`config.mk`:
```
export PLATFORM = sky130hd
export DESIGN_NAME = voice_allocator
export DESIGN_NICKNAME = d
export VERILOG_FILES = /design/src/rtl/voice_allocator.sv
export SDC_FILE = /design/constraint.sdc
export NUM_CORES = 1
export LEC_CHECK = 0
export CORE_ASPECT_RATIO = 0.7
export CORE_MARGIN = 1
export CORE_UTILIZATION = 40
export CTS_CLUSTER_SIZE = 30
export DETAILED_ROUTE_END_ITERATION = 10
export GPL_ROUTABILITY_DRIVEN = 0
export SYNTH_ARGS = -nofsm -noshare
export SYNTH_HDL_FRONTEND = slang
export SYNTH_SLANG_ARGS = --single-unit
```
`constraint.sdc`:
```
create_clock -name mclk -period 6.2 [get_ports mclk]
set_input_delay 1.24 -clock mclk [delete_from_list [all_inputs] [get_ports mclk]]
set_output_delay 1.24 -clock mclk [all_outputs]
set_load 0.02 [all_outputs]
```
`src/rtl/voice_allocator.sv`:
```
// voice_allocator
//   Polyphony controller for a bank of NUM_VOICES sample-index players.
//   Note-on/note-off events arrive over a valid/ready handshake. Each event
//   is handled in three cycles (IDLE accept, DECIDE, UPDATE). A note-on goes
//   to the voice already holding the note (retrigger), else to the lowest
//   free voice, else the oldest voice is stolen.
//
// Ports
//   mclk           master clock, posedge
//   rst            asynchronous active-high reset
//   ev_valid/ready event handshake; ev_ready is high only in IDLE
//   ev_on          1 = note-on, 0 = note-off
//   ev_note        note identifier
//   ev_freq        frequency word (note-on only)
//   voice_active   per-voice gate
//   voice_freq     packed per-voice frequency words, voice v at [v*FREQ_RES_BITS +: FREQ_RES_BITS]
//   voice_restart  one-cycle pulse, resets the player's sample index
//   steal_pulse    one-cycle pulse when an active voice was stolen
//   active_count   registered popcount of voice_active
module voice_allocator #(
  parameter int NUM_VOICES    = 4,
  parameter int FREQ_RES_BITS = 16,
  parameter int NOTE_BITS     = 7
) (
  input  logic                                mclk,
  input  logic                                rst,
  input  logic                                ev_valid,
  output logic                                ev_ready,
  input  logic                                ev_on,
  input  logic [NOTE_BITS-1:0]                ev_note,
  input  logic [FREQ_RES_BITS-1:0]            ev_freq,
  output logic [NUM_VOICES-1:0]               voice_active,
  output logic [NUM_VOICES*FREQ_RES_BITS-1:0] voice_freq,
  output logic [NUM_VOICES-1:0]               voice_restart,
  output logic                                steal_pulse,
  output logic [$clog2(NUM_VOICES):0]         active_count
);

  localparam int RW = $clog2(NUM_VOICES);
  localparam int CW = RW + 1;

  typedef enum logic [1:0] {
    S_IDLE,
    S_DECIDE,
    S_UPDATE
  } state_t;

  typedef enum logic [2:0] {
    ACT_NONE,
    ACT_ALLOC,
    ACT_RETRIG,
    ACT_STEAL,
    ACT_RELEASE
  } action_t;

  state_t state_q, state_d;
  action_t action_q, dec_action;
  logic [RW-1:0] tgt_q, dec_tgt;

  logic                     cap_on;
  logic [NOTE_BITS-1:0]     cap_note;
  logic [FREQ_RES_BITS-1:0] cap_freq;

  logic [NOTE_BITS-1:0]     note_q [NUM_VOICES];
  logic [FREQ_RES_BITS-1:0] freq_q [NUM_VOICES];
  logic [RW-1:0]            rank_q [NUM_VOICES];

  logic [NUM_VOICES-1:0] active_d;
  logic [RW-1:0]         rank_d [NUM_VOICES];
  logic [CW-1:0]         count_d;
  logic [RW-1:0]         tgt_rank;

  logic          match_found, free_found;
  logic [RW-1:0] match_idx, free_idx, old_idx, old_rank;

  logic accept;

  // Ready is forced low while reset is held so no event slips in.
  assign ev_ready = (state_q == S_IDLE) && !rst;
  assign accept   = ev_valid && ev_ready;

  always_comb begin
    voice_freq = '0;
    for (int v = 0; v < NUM_VOICES; v++) begin
      voice_freq[v*FREQ_RES_BITS +: FREQ_RES_BITS] = freq_q[v];
    end
  end

  always_ff @(posedge mclk or posedge rst) begin
    if (rst) state_q <= S_IDLE;
    else     state_q <= state_d;
  end

  always_comb begin
    state_d = state_q;
    case (state_q)
      S_IDLE:   if (accept) state_d = S_DECIDE;
      S_DECIDE: state_d = S_UPDATE;
      S_UPDATE: state_d = S_IDLE;
      default:  state_d = S_IDLE;
    endcase
  end

  // Candidate search: matching active voice, lowest free voice, and the
  // active voice with the largest rank (the oldest when all are active).
  always_comb begin
    match_found = 1'b0;
    match_idx   = '0;
    free_found  = 1'b0;
    free_idx    = '0;
    old_idx     = '0;
    old_rank    = '0;
    for (int v = 0; v < NUM_VOICES; v++) begin
      if (voice_active[v] && (note_q[v] == cap_note) && !match_found) begin
        match_found = 1'b1;
        match_idx   = RW'(v);
      end
      if (!voice_active[v] && !free_found) begin
        free_found = 1'b1;
        free_idx   = RW'(v);
      end
      if (voice_active[v] && (rank_q[v] >= old_rank)) begin
        old_rank = rank_q[v];
        old_idx  = RW'(v);
      end
    end

    dec_action = ACT_NONE;
    dec_tgt    = '0;
    if (cap_on) begin
      if (match_found) begin
        dec_action = ACT_RETRIG;
        dec_tgt    = match_idx;
      end else if (free_found) begin
        dec_action = ACT_ALLOC;
        dec_tgt    = free_idx;
      end else begin
        dec_action = ACT_STEAL;
        dec_tgt    = old_idx;
      end
    end else if (match_found) begin
      dec_action = ACT_RELEASE;
      dec_tgt    = match_idx;
    end
  end

  // Next gate and age ranks for the registered action. Ranks of active
  // voices stay a permutation of 0..count-1 with 0 the youngest.
  always_comb begin
    active_d = voice_active;
    for (int v = 0; v < NUM_VOICES; v++) rank_d[v] = rank_q[v];
    tgt_rank = rank_q[tgt_q];
    case (action_q)
      ACT_ALLOC: begin
        for (int v = 0; v < NUM_VOICES; v++) begin
          if (voice_active[v]) rank_d[v] = rank_q[v] + RW'(1);
        end
        rank_d[tgt_q]   = '0;
        active_d[tgt_q] = 1'b1;
      end
      ACT_RETRIG, ACT_STEAL: begin
        for (int v = 0; v < NUM_VOICES; v++) begin
          if (voice_active[v] && (rank_q[v] < tgt_rank)) rank_d[v] = rank_q[v] + RW'(1);
        end
        rank_d[tgt_q]   = '0;
        active_d[tgt_q] = 1'b1;
      end
      ACT_RELEASE: begin
        for (int v = 0; v < NUM_VOICES; v++) begin
          if (voice_active[v] && (rank_q[v] > tgt_rank)) rank_d[v] = rank_q[v] - RW'(1);
        end
        active_d[tgt_q] = 1'b0;
      end
      default: ;
    endcase

    count_d = '0;
    for (int v = 0; v < NUM_VOICES; v++) count_d = count_d + CW'(active_d[v]);
  end

  // Event capture, decision register and voice state. The pulses default
  // low every cycle so they last exactly one cycle after UPDATE.
  always_ff @(posedge mclk or posedge rst) begin
    if (rst) begin
      cap_on        <= 1'b0;
      cap_note      <= '0;
      cap_freq      <= '0;
      action_q      <= ACT_NONE;
      tgt_q         <= '0;
      voice_active  <= '0;
      voice_restart <= '0;
      steal_pulse   <= 1'b0;
      active_count  <= '0;
      for (int v = 0; v < NUM_VOICES; v++) begin
        note_q[v] <= '0;
        freq_q[v] <= '0;
        rank_q[v] <= '0;
      end
    end else begin
      voice_restart <= '0;
      steal_pulse   <= 1'b0;
      case (state_q)
        S_IDLE: begin
          if (accept) begin
            cap_on   <= ev_on;
            cap_note <= ev_note;
            cap_freq <= ev_freq;
          end
        end
        S_DECIDE: begin
          action_q <= dec_action;
          tgt_q    <= dec_tgt;
        end
        S_UPDATE: begin
          voice_active <= active_d;
          active_count <= count_d;
          for (int v = 0; v < NUM_VOICES; v++) rank_q[v] <= rank_d[v];
          if ((action_q == ACT_ALLOC) || (action_q == ACT_RETRIG) || (action_q == ACT_STEAL)) begin
            note_q[tgt_q]        <= cap_note;
            freq_q[tgt_q]        <= cap_freq;
            voice_restart[tgt_q] <= 1'b1;
          end
          steal_pulse <= (action_q == ACT_STEAL);
        end
        default: ;
      endcase
    end
  end

endmodule

```
# == Word-level counts from Yosys, hierarchy flattened ==
# Index checks and enable logic that the tools add are counted.
# classes
n_addsub,11
magnitude_cmp,16
n_reduce_logical,47
n_mux,68
n_bitwise,7
n_eq_ne,15
# ops
cell,n
$mux W2,39
$bwmux W64,1
$demux W16 S2,1
$bwmux W28,1
$eq A7 B7 Y1,4
$logic_and A1 B1 Y1,26
$pmux W8 S3,1
$and A8 B8 Y8,2
$mux W16,1
$demux W7 S2,1
$mux W1,13
$reduce_and A3 Y1,4
$ne A2 B2 Y1 const B,5
$logic_not A1 Y1,9
$add A2 B1 Y2 const B,4
$gt A2 B2 Y1,4
$lt A2 B2 Y1,4
$mux W4,2
$not A8 Y8,1
$pmux W4 S2,1
$sub A2 B1 Y2 const B,4
$mux W7,1
$eq A3 B2 Y1 const B,2
$ge A2 B2 Y1,3
other kinds (26),30
# word_totals
ff_bits,143
word_cells,186
input_bits,27
output_inout_bits,77

# == Longest topological paths before layout ==
# logic_depth
ltp_word,15
depth_mapped,18
ltp_nobuf,18

# == Least setup slack after synthesis ==
# Ideal clock, no wire load.
# synth_path
kind,register to register
from,reg voice_active[0]
to,reg tgt_q[1]
setup_time_ns,0.110
setup_slack_ns,2.474
stages_incl_launch_ff,17
required_ns,6.090
path_buffers,1
synth_period_minus_slack_ns,3.726
t_arrival_ns,3.616
cell_sequence,dfrtp_1 > clkbuf_1 > nand2_1 > ha_1 > a21oi_1 > nor2_1 > mux2_2 > ha_1 > nand2b_1 > a21oi_1 > nor2b_1 > mux2_2 > ha_1 > a21oi_1 > a41oi_1 > nor3_1 > o41ai_1
# synth_between
elab_chain_len,14
word_cells_on_any_way,40
cone_classes,3 x order compare; 21 x mux; 16 x reduce/logical
# synth_rtl
element,line_no,text
start: declaration,32,"output logic [NUM_VOICES-1:0] voice_active,"
start signal: assignment,215,voice_active <= active_d;
$logic_and A1 B1 Y1,122,if (voice_active[v] && (rank_q[v] >= old_rank)) begin
$mux W2,122,
$ge A2 B2 Y1,122,
$logic_and A1 B1 Y1,122,
$mux W2,122,
$ge A2 B2 Y1,122,
$logic_and A1 B1 Y1,122,
$mux W2,122,
$ge A2 B2 Y1,122,
$logic_and A1 B1 Y1,122,
$mux W2,122,
$mux W2,134,end else if (free_found) begin
$mux W2,131,if (match_found) begin
$mux W2 *,130,if (cap_on) begin
end signal: assignment,212,tgt_q <= dec_tgt;
end: declaration,58,"logic [RW-1:0] tgt_q, dec_tgt;"
# Every way passes the cells marked *; elsewhere a longest branch is shown, timed or not.
# A chain may end at the register's enable or synchronous reset.

# == Worst setup path in the final report ==
# Ends and elaborated chain as after synthesis.

==> impl_metrics.tcl <==
set metrics [dict create \
    synthDistinctLibCells 41 \
    wl_per_cell_um 17.0 \
    finalCritPeriodShare_pct 66.1 \
    io_pins 104 \
    holdBufCountCts 0 \
    cts_max_level 4 \
    cts_tree "done" \
    fmax_ghz 0.244 \
    hp-class "reg2reg" \
    p_switching_w 0.00122 \
    peakVddDrop_mv 0.234 \
    cpLargestDelayFamily "adder cells" \
    cp_slowest_stage_delay_ns 0.54 \
    slew_headroom_pct 33.6 \
    switching_share_pct 33.5 \
    yosysSeqAreaShare_pct 54.1 \
    synth-async-reset-ratio_pct 100 \
    p_leak_nw 3.63 \
    clock_sinks 143 \
    grt_pass1_wl_um 24200 \
    ant_nets 0 \
    synth_seq_cells 143 \
    layout_commonest_cell "dfrtp_1" \
    vias_per_cell 5.10 \
    finalSetupViolCount 0 \
    worst_slack_ns 2.10 \
    layout_common_cells "dfrtp_1, mux2_2, clkdlybuf4s50_1, nand2_1, xnor2_1" \
    syn_area_per_cell_sq_um 12.6 \
    tns_ns 0 \
    cp_slowest_cell "dfrtp_1" \
    slew_viol_final 0 \
    synth_edf_count 0 \
    startpoint "voice_active[0]" \
    combPwrFrac_pct 33.4 \
    clk_path_buf_depth 2 \
    period_minus_slack_ns 4.10 \
    worst_pin_slew_ns 0.996 \
    worst-path-buf-inv 0 \
    core_area_sq_um 15800 \
    cp_cell_sequence "ha_1, ha_1, nand2b_1, a21oi_1, nor2_1, mux2_2, ha_1, nand2b_1, a21oi_1, nor2b_1, mux2_2, ha_1, a21oi_1, a41oi_1, nor3_1, o41ai_1" \
    initial_core_util_pct 41.8 \
    hold_start "active_count[1]" \
    rsz0062_at_grt "false" \
    drive_gt1_share_pct 25.3 \
    grt_pass1_vias 4439 \
    wl_um 14500 \
    worst_path_most_repeated_cell "ha_1" \
    synth_ff_type "dfrtp_1" \
    clk_pin_slew_ns 0.06 \
    die_area_sq_um 17100 \
    p_seq_share_pct 38.8 \
    cts-root-buf "clkbuf_16" \
    cp-start-kind "register" \
    reg2reg_from "voice_active[0]" \
    gr-total-overflow 0 \
    syn_area_sq_um 6610 \
    num_antenna_cells 0 \
    fillers 1358 \
    cp.arrival_ns 4.39 \
    critPathRequiredTime_ns 6.49 \
    pre_cts_slack_ns 2.16 \
    dieWidth_um 156 \
    antenna_found_initial 0 \
    finalHoldViolations 0 \
    p_int_w 0.00241 \
    synth_nets 571 \
    drc_errors 0 \
    crit_type "reg2reg" \
    clkPwrFrac_pct 27.9 \
    dpl.hpwl_um 9610 \
    maxCapViolCount 0 \
    powerDensity_nw_per_um2 433 \
    synthCells 526 \
    area_growth_pct 26.6 \
    status "finished, final reports clean" \
    final_nets 664 \
    drt_iter0_drc 299 \
    power_w 0.00363 \
    yosys_warnings 0 \
    grt_max_degree 112 \
    cts_buffers 17 \
    port_buffers 103 \
    cts_resized 0 \
    endpoint_kind "register" \
    clkLatencyLatePin_ns 0.41 \
    worstPathMaxFanout 14 \
    first_pass_iters 4 \
    die_y_um 110 \
    skew_ns 0.00666 \
    dr_total_vias 4346 \
    num_rows 38 \
    grt_util_all_layers_pct 18.8 \
    post-cts-setup-buffers 0 \
]
final timing paths:
check	end	slack, ns	cells past startpoint
max	tgt_q[1]	2.10	16
min	active_count[1]	0.48	2
max reg2reg	tgt_q[1]	2.10	16
min reg2reg	active_count[1]	0.48	2
max in group asynchronous	note_q[5]	3.70	3
min in group asynchronous	state_q[0]	1.42	2
worst reg2reg max path, stage by stage (launching register included):
cell	delay [ns]
dfrtp_1	0.54
ha_1	0.31
ha_1	0.27
nand2b_1	0.09
a21oi_1	0.06
nor2_1	0.21
mux2_2	0.39
ha_1	0.27
nand2b_1	0.10
a21oi_1	0.09
nor2b_1	0.27
mux2_2	0.38
ha_1	0.28
a21oi_1	0.07
a41oi_1	0.21
nor3_1	0.08
o41ai_1	0.36
Yosys cell counts (4+ instances only):
cell type / n / area, sq um
nand3_1: 5 / 25.0
clkbuf_1: 13 / 48.8
o21ai_0: 23 / 115
a31oi_1: 7 / 43.8
a21oi_1: 20 / 100
mux2i_1: 5 / 50.1
ha_1: 17 / 213
nand4_1: 9 / 56.3
nor2_1: 14 / 52.6
xnor2_1: 29 / 254
inv_1: 14 / 52.6
mux2_2: 117 / 1320
nand2_1: 34 / 128
o31ai_1: 8 / 60.1
dfrtp_1: 143 / 3580
nor3_1: 8 / 40.0
buf_2: 10 / 50.1
nand2b_1: 9 / 56.3
nor2b_1: 4 / 25.0
buf_4: 7 / 52.6
registers in the layout (all words and copies together), names as in the netlist, 2 cells and up:
register / cells
active_count: 3
state_q: 2
voice_restart: 4
tgt_q: 2
voice_active: 4
voice_freq: 64
cap_note: 7
action_q: 3
cap_freq: 16
rank_q: 8
note_q: 28
logic make-up (layout without fill, tap and decap cells):
family	count (synthesis)	in the layout	synth area share, %
multiplexers	125	125	21.5
AO/OA/AOI/OAI	70	70	6.21
AND/OR/NAND/NOR	94	94	7.30
adder cells (fa/ha/maj)	18	18	3.52
XOR/XNOR	29	29	3.84
flip-flops	143	143	54.1
buffers and inverters	47	153	3.48
area by class of cell:
type                       instances  area, sq um  share of cell area [%]
sequential                       143         3580                    42.8
multi-input combinational        336         2810                    33.6
timing repair buffer             107         1060                    12.7
clock buffer                      21          460                    5.50
tap                              220          275                    3.29
clock inverter                    11          128                    1.52
inverter                          14         57.6                   0.688
through the flow:
stage               hold slack [ns]  area (sq um)  util (%)  instances
floorplan                     0.494          6610         -        526
global placement              0.468          7780      49.1        820
detailed placement            0.465          7780      49.1        820
CTS                           0.480          8370      52.9        852
global route                  0.504          8370      52.9        852
finish                        0.478          8370      52.9        852
power by group through the flow:
stage / clock, W / sequential (W) / combinational, W
2_1_floorplan: 0 / 0.00147 / 0.000692
3_3_place_gp: 0 / 0.00140 / 0.00119
3_5_place_dp: 0 / 0.00142 / 0.00121
4_1_cts: 0.00104 / 0.00141 / 0.00122
5_1_grt: 0.00109 / 0.00145 / 0.00132
6_report: 0.00101 / 0.00141 / 0.00121
per-layer routing:
metal | share of wire (%) | GRT usage, %
met1 | 48 | 26.5
met2 | 45 | 28.1
met3 | 5.9 | 4.81
met4 | 1.2 | 6.30
met5 | 0 | 0
No activity file was read; power rests on OpenSTA's default activity.
==> edit: new RTL, config.mk and constraints unchanged <==
Remove the case item `ACT_RELEASE` of the case on `action_q`.
--- a/src/rtl/voice_allocator.sv
+++ b/src/rtl/voice_allocator.sv
@@ -165,12 +165,6 @@
         rank_d[tgt_q]   = '0;
         active_d[tgt_q] = 1'b1;
       end
-      ACT_RELEASE: begin
-        for (int v = 0; v < NUM_VOICES; v++) begin
-          if (voice_active[v] && (rank_q[v] > tgt_rank)) rank_d[v] = rank_q[v] - RW'(1);
-        end
-        active_d[tgt_q] = 1'b0;
-      end
       default: ;
     endcase
 
Behaviour: not the same (Yosys sat finds a counterexample within 10 cycles, from zero or initial values and one cycle with rst high).
==> edit against the unedited design <==
- count of clock-buffer cells in the layout fell by 4
- clock power down 6%
- cell area fell by 3.2%
- area after synthesis decreased by 3.1%
- cell count decreased by 8.1%
- sequential cell count did not move
- power fell by 10%
- setup slack lost 0.19 ns
- wire length shrank 3.2%
- largest power group unchanged
==> edit: results (changes against the unedited design) <==
The maximum cell stage delay along the critical path works out to 0.50 ns (-0.04 ns). The root buffer cell was clkbuf_16. The net count of the mapped netlist is 513 (-10%).

Detailed-routing wirelength on met1: 6.774 mm (-2.4%). The overall track demand over capacity in global routing is 18.80% (+0.039 points). On the critical path, the stage with the largest delay is an instance of dfrtp_1.

The count of warnings emitted by yosys was 0 (unchanged). The synthesized design spends more area on one cell type than any other, namely dfrtp_1. The maximum number of buffers from clock root to sink was 2 (unchanged); the internal power summed over all cells was 2.180 mW (-9.6%).

The worst clock skew is 0.008534 ns (+0.001876 ns), and the clock-pin slew reported for the worst setup and hold paths after clock tree synthesis is 0.07 ns. The arrival time at the worst endpoint is 4.58 ns (+0.19 ns), and the number of global-route vias before repair is 4336 (-2.3%). The commonest cells after synthesis are 143 x dfrtp_1, 110 x mux2_2, 28 x xnor2_1.

The run gives 55.86% (+1.7 points) as the portion of the post-synthesis area used by sequential elements. Critical-path maximum fanout: 11 (-3). The transition time at the pin with the least slew margin was 0.9342 ns (-0.06181 ns); the routed length on met3 was 945 um (+11%).

The global routing usage on met2 is 27.85% (-0.24 points), and the total of cells resized after clock tree synthesis is 0 (unchanged). The number of design-rule violations left by the first detailed-router iteration came out at 204 (-32%). Number of H-tree branching levels: 4 (unchanged). Adder and majority cell fraction of the synthesized area: 2.852% (-0.67 points).

The tools report the maximum number of pins on one net before global-route repair as 92 (-18%). The flow ran to the end, and the final reports show no timing, DRC or antenna violations. The detailed-placement wirelength estimate was 9.055 mm (-5.7%); the final net count was 612 (-7.8%). The met3 routing resource usage after global routing was 6.039% (+1.2 points).

By area the synthesized netlist is led by dfrtp_1 56%, mux2_2 19%, xnor2_1 3.8%. The share of cell area taken by muxes after synthesis was 21.95% (+0.42 points); the post-synthesis cell type count was 50 (+22%). The worst-case vdd ir drop was 216.4 uV (-7.4%); the flip-flop count of the largest register, all copies and words added was 64 (unchanged). The run gives 25.80% (-0.72 points) as the met1 usage in global routing.

The run gives 3994 (-8.1%) as the via count of the routed design. The share of cells above drive strength 1 works out to 27.27% (+2.0 points). The complex-gate fraction of the synthesized area was 5.039% (-1.2 points).

The logs give 6.063 mm (-6.8%) for the detailed route wirelength on metal2 and 14.01 mm (-3.2%) for the overall routed net length. The number of CTS-inserted buffers was 17 (unchanged). The later-pin clock latency in the skew report is 0.41 ns (about the same), and the total leakage power is 3.543 nW (-2.5%). The class of the tightest hold or removal check was reg -> reg. The area share of xor/xnor cells in the synthesized design is 3.828% (-0.013 points).

The run gives 23.63 mm (-2.4%) as the wire length of the first global-routing pass.
==> edit: layout make-up <==
class	instances	area (um2)
Fill cell	1330	7492
Sequential cell	143	3578
Multi-Input combinational cell	292	2624
Timing Repair Buffer	107	1061
Clock buffer	17	425.4
Tap cell	200	250.2
Clock inverter	14	121.4
Inverter	10	42.54
==> edit: path summary, 6_finish.rpt <==
check | startpoint | slack (ns) | cells past startpoint | to
min reg2reg | voice_freq[9] | 0.49 | 1 | voice_freq[9]
max reg2reg | voice_active[0] | 1.92 | 17 | tgt_q[0]
min | voice_freq[9] | 0.49 | 1 | voice_freq[9]
max in group asynchronous | rst | 3.61 | 3 | note_q[27]
max | voice_active[0] | 1.92 | 17 | tgt_q[0]
min in group asynchronous | rst | 1.39 | 2 | rank_q[0]
==> edit: metrics by stage <==
stage	util (%)	setup slack [ns]	instance area [um2]	cells	hold WS (ns)
finish	51.96	1.916	8103	783	0.4899
global route	51.96	1.579	8103	783	0.5046
CTS	51.96	1.939	8103	783	0.4927
detailed placement	48.45	1.964	7556	752	0.4782
global placement	48.45	2.141	7556	752	0.4690
floorplan	-	1.122	6406	472	0.4788
==> edit: power by group through the flow <==
stage | clock (mW) | sequential [mW] | combinational (mW)
finish | 0.945 | 1.35 | 0.953
global route | 1.02 | 1.40 | 1.04
floorplan | 0 | 1.42 | 0.511
detailed placement | 0 | 1.37 | 0.957
global placement | 0 | 1.36 | 0.939
CTS | 0.971 | 1.35 | 0.964
==> edit: critical path: cells and delay by family (launching register included) <==
| family | cells | cell delay, ns |
|---|---|---|
| DFF | 1 | 0.50 |
| AOI/OAI and AO/OA | 7 | 1.26 |
| muxes | 2 | 0.72 |
| and+or+nand+nor | 4 | 0.60 |
| adders and majority gates | 4 | 1.10 |
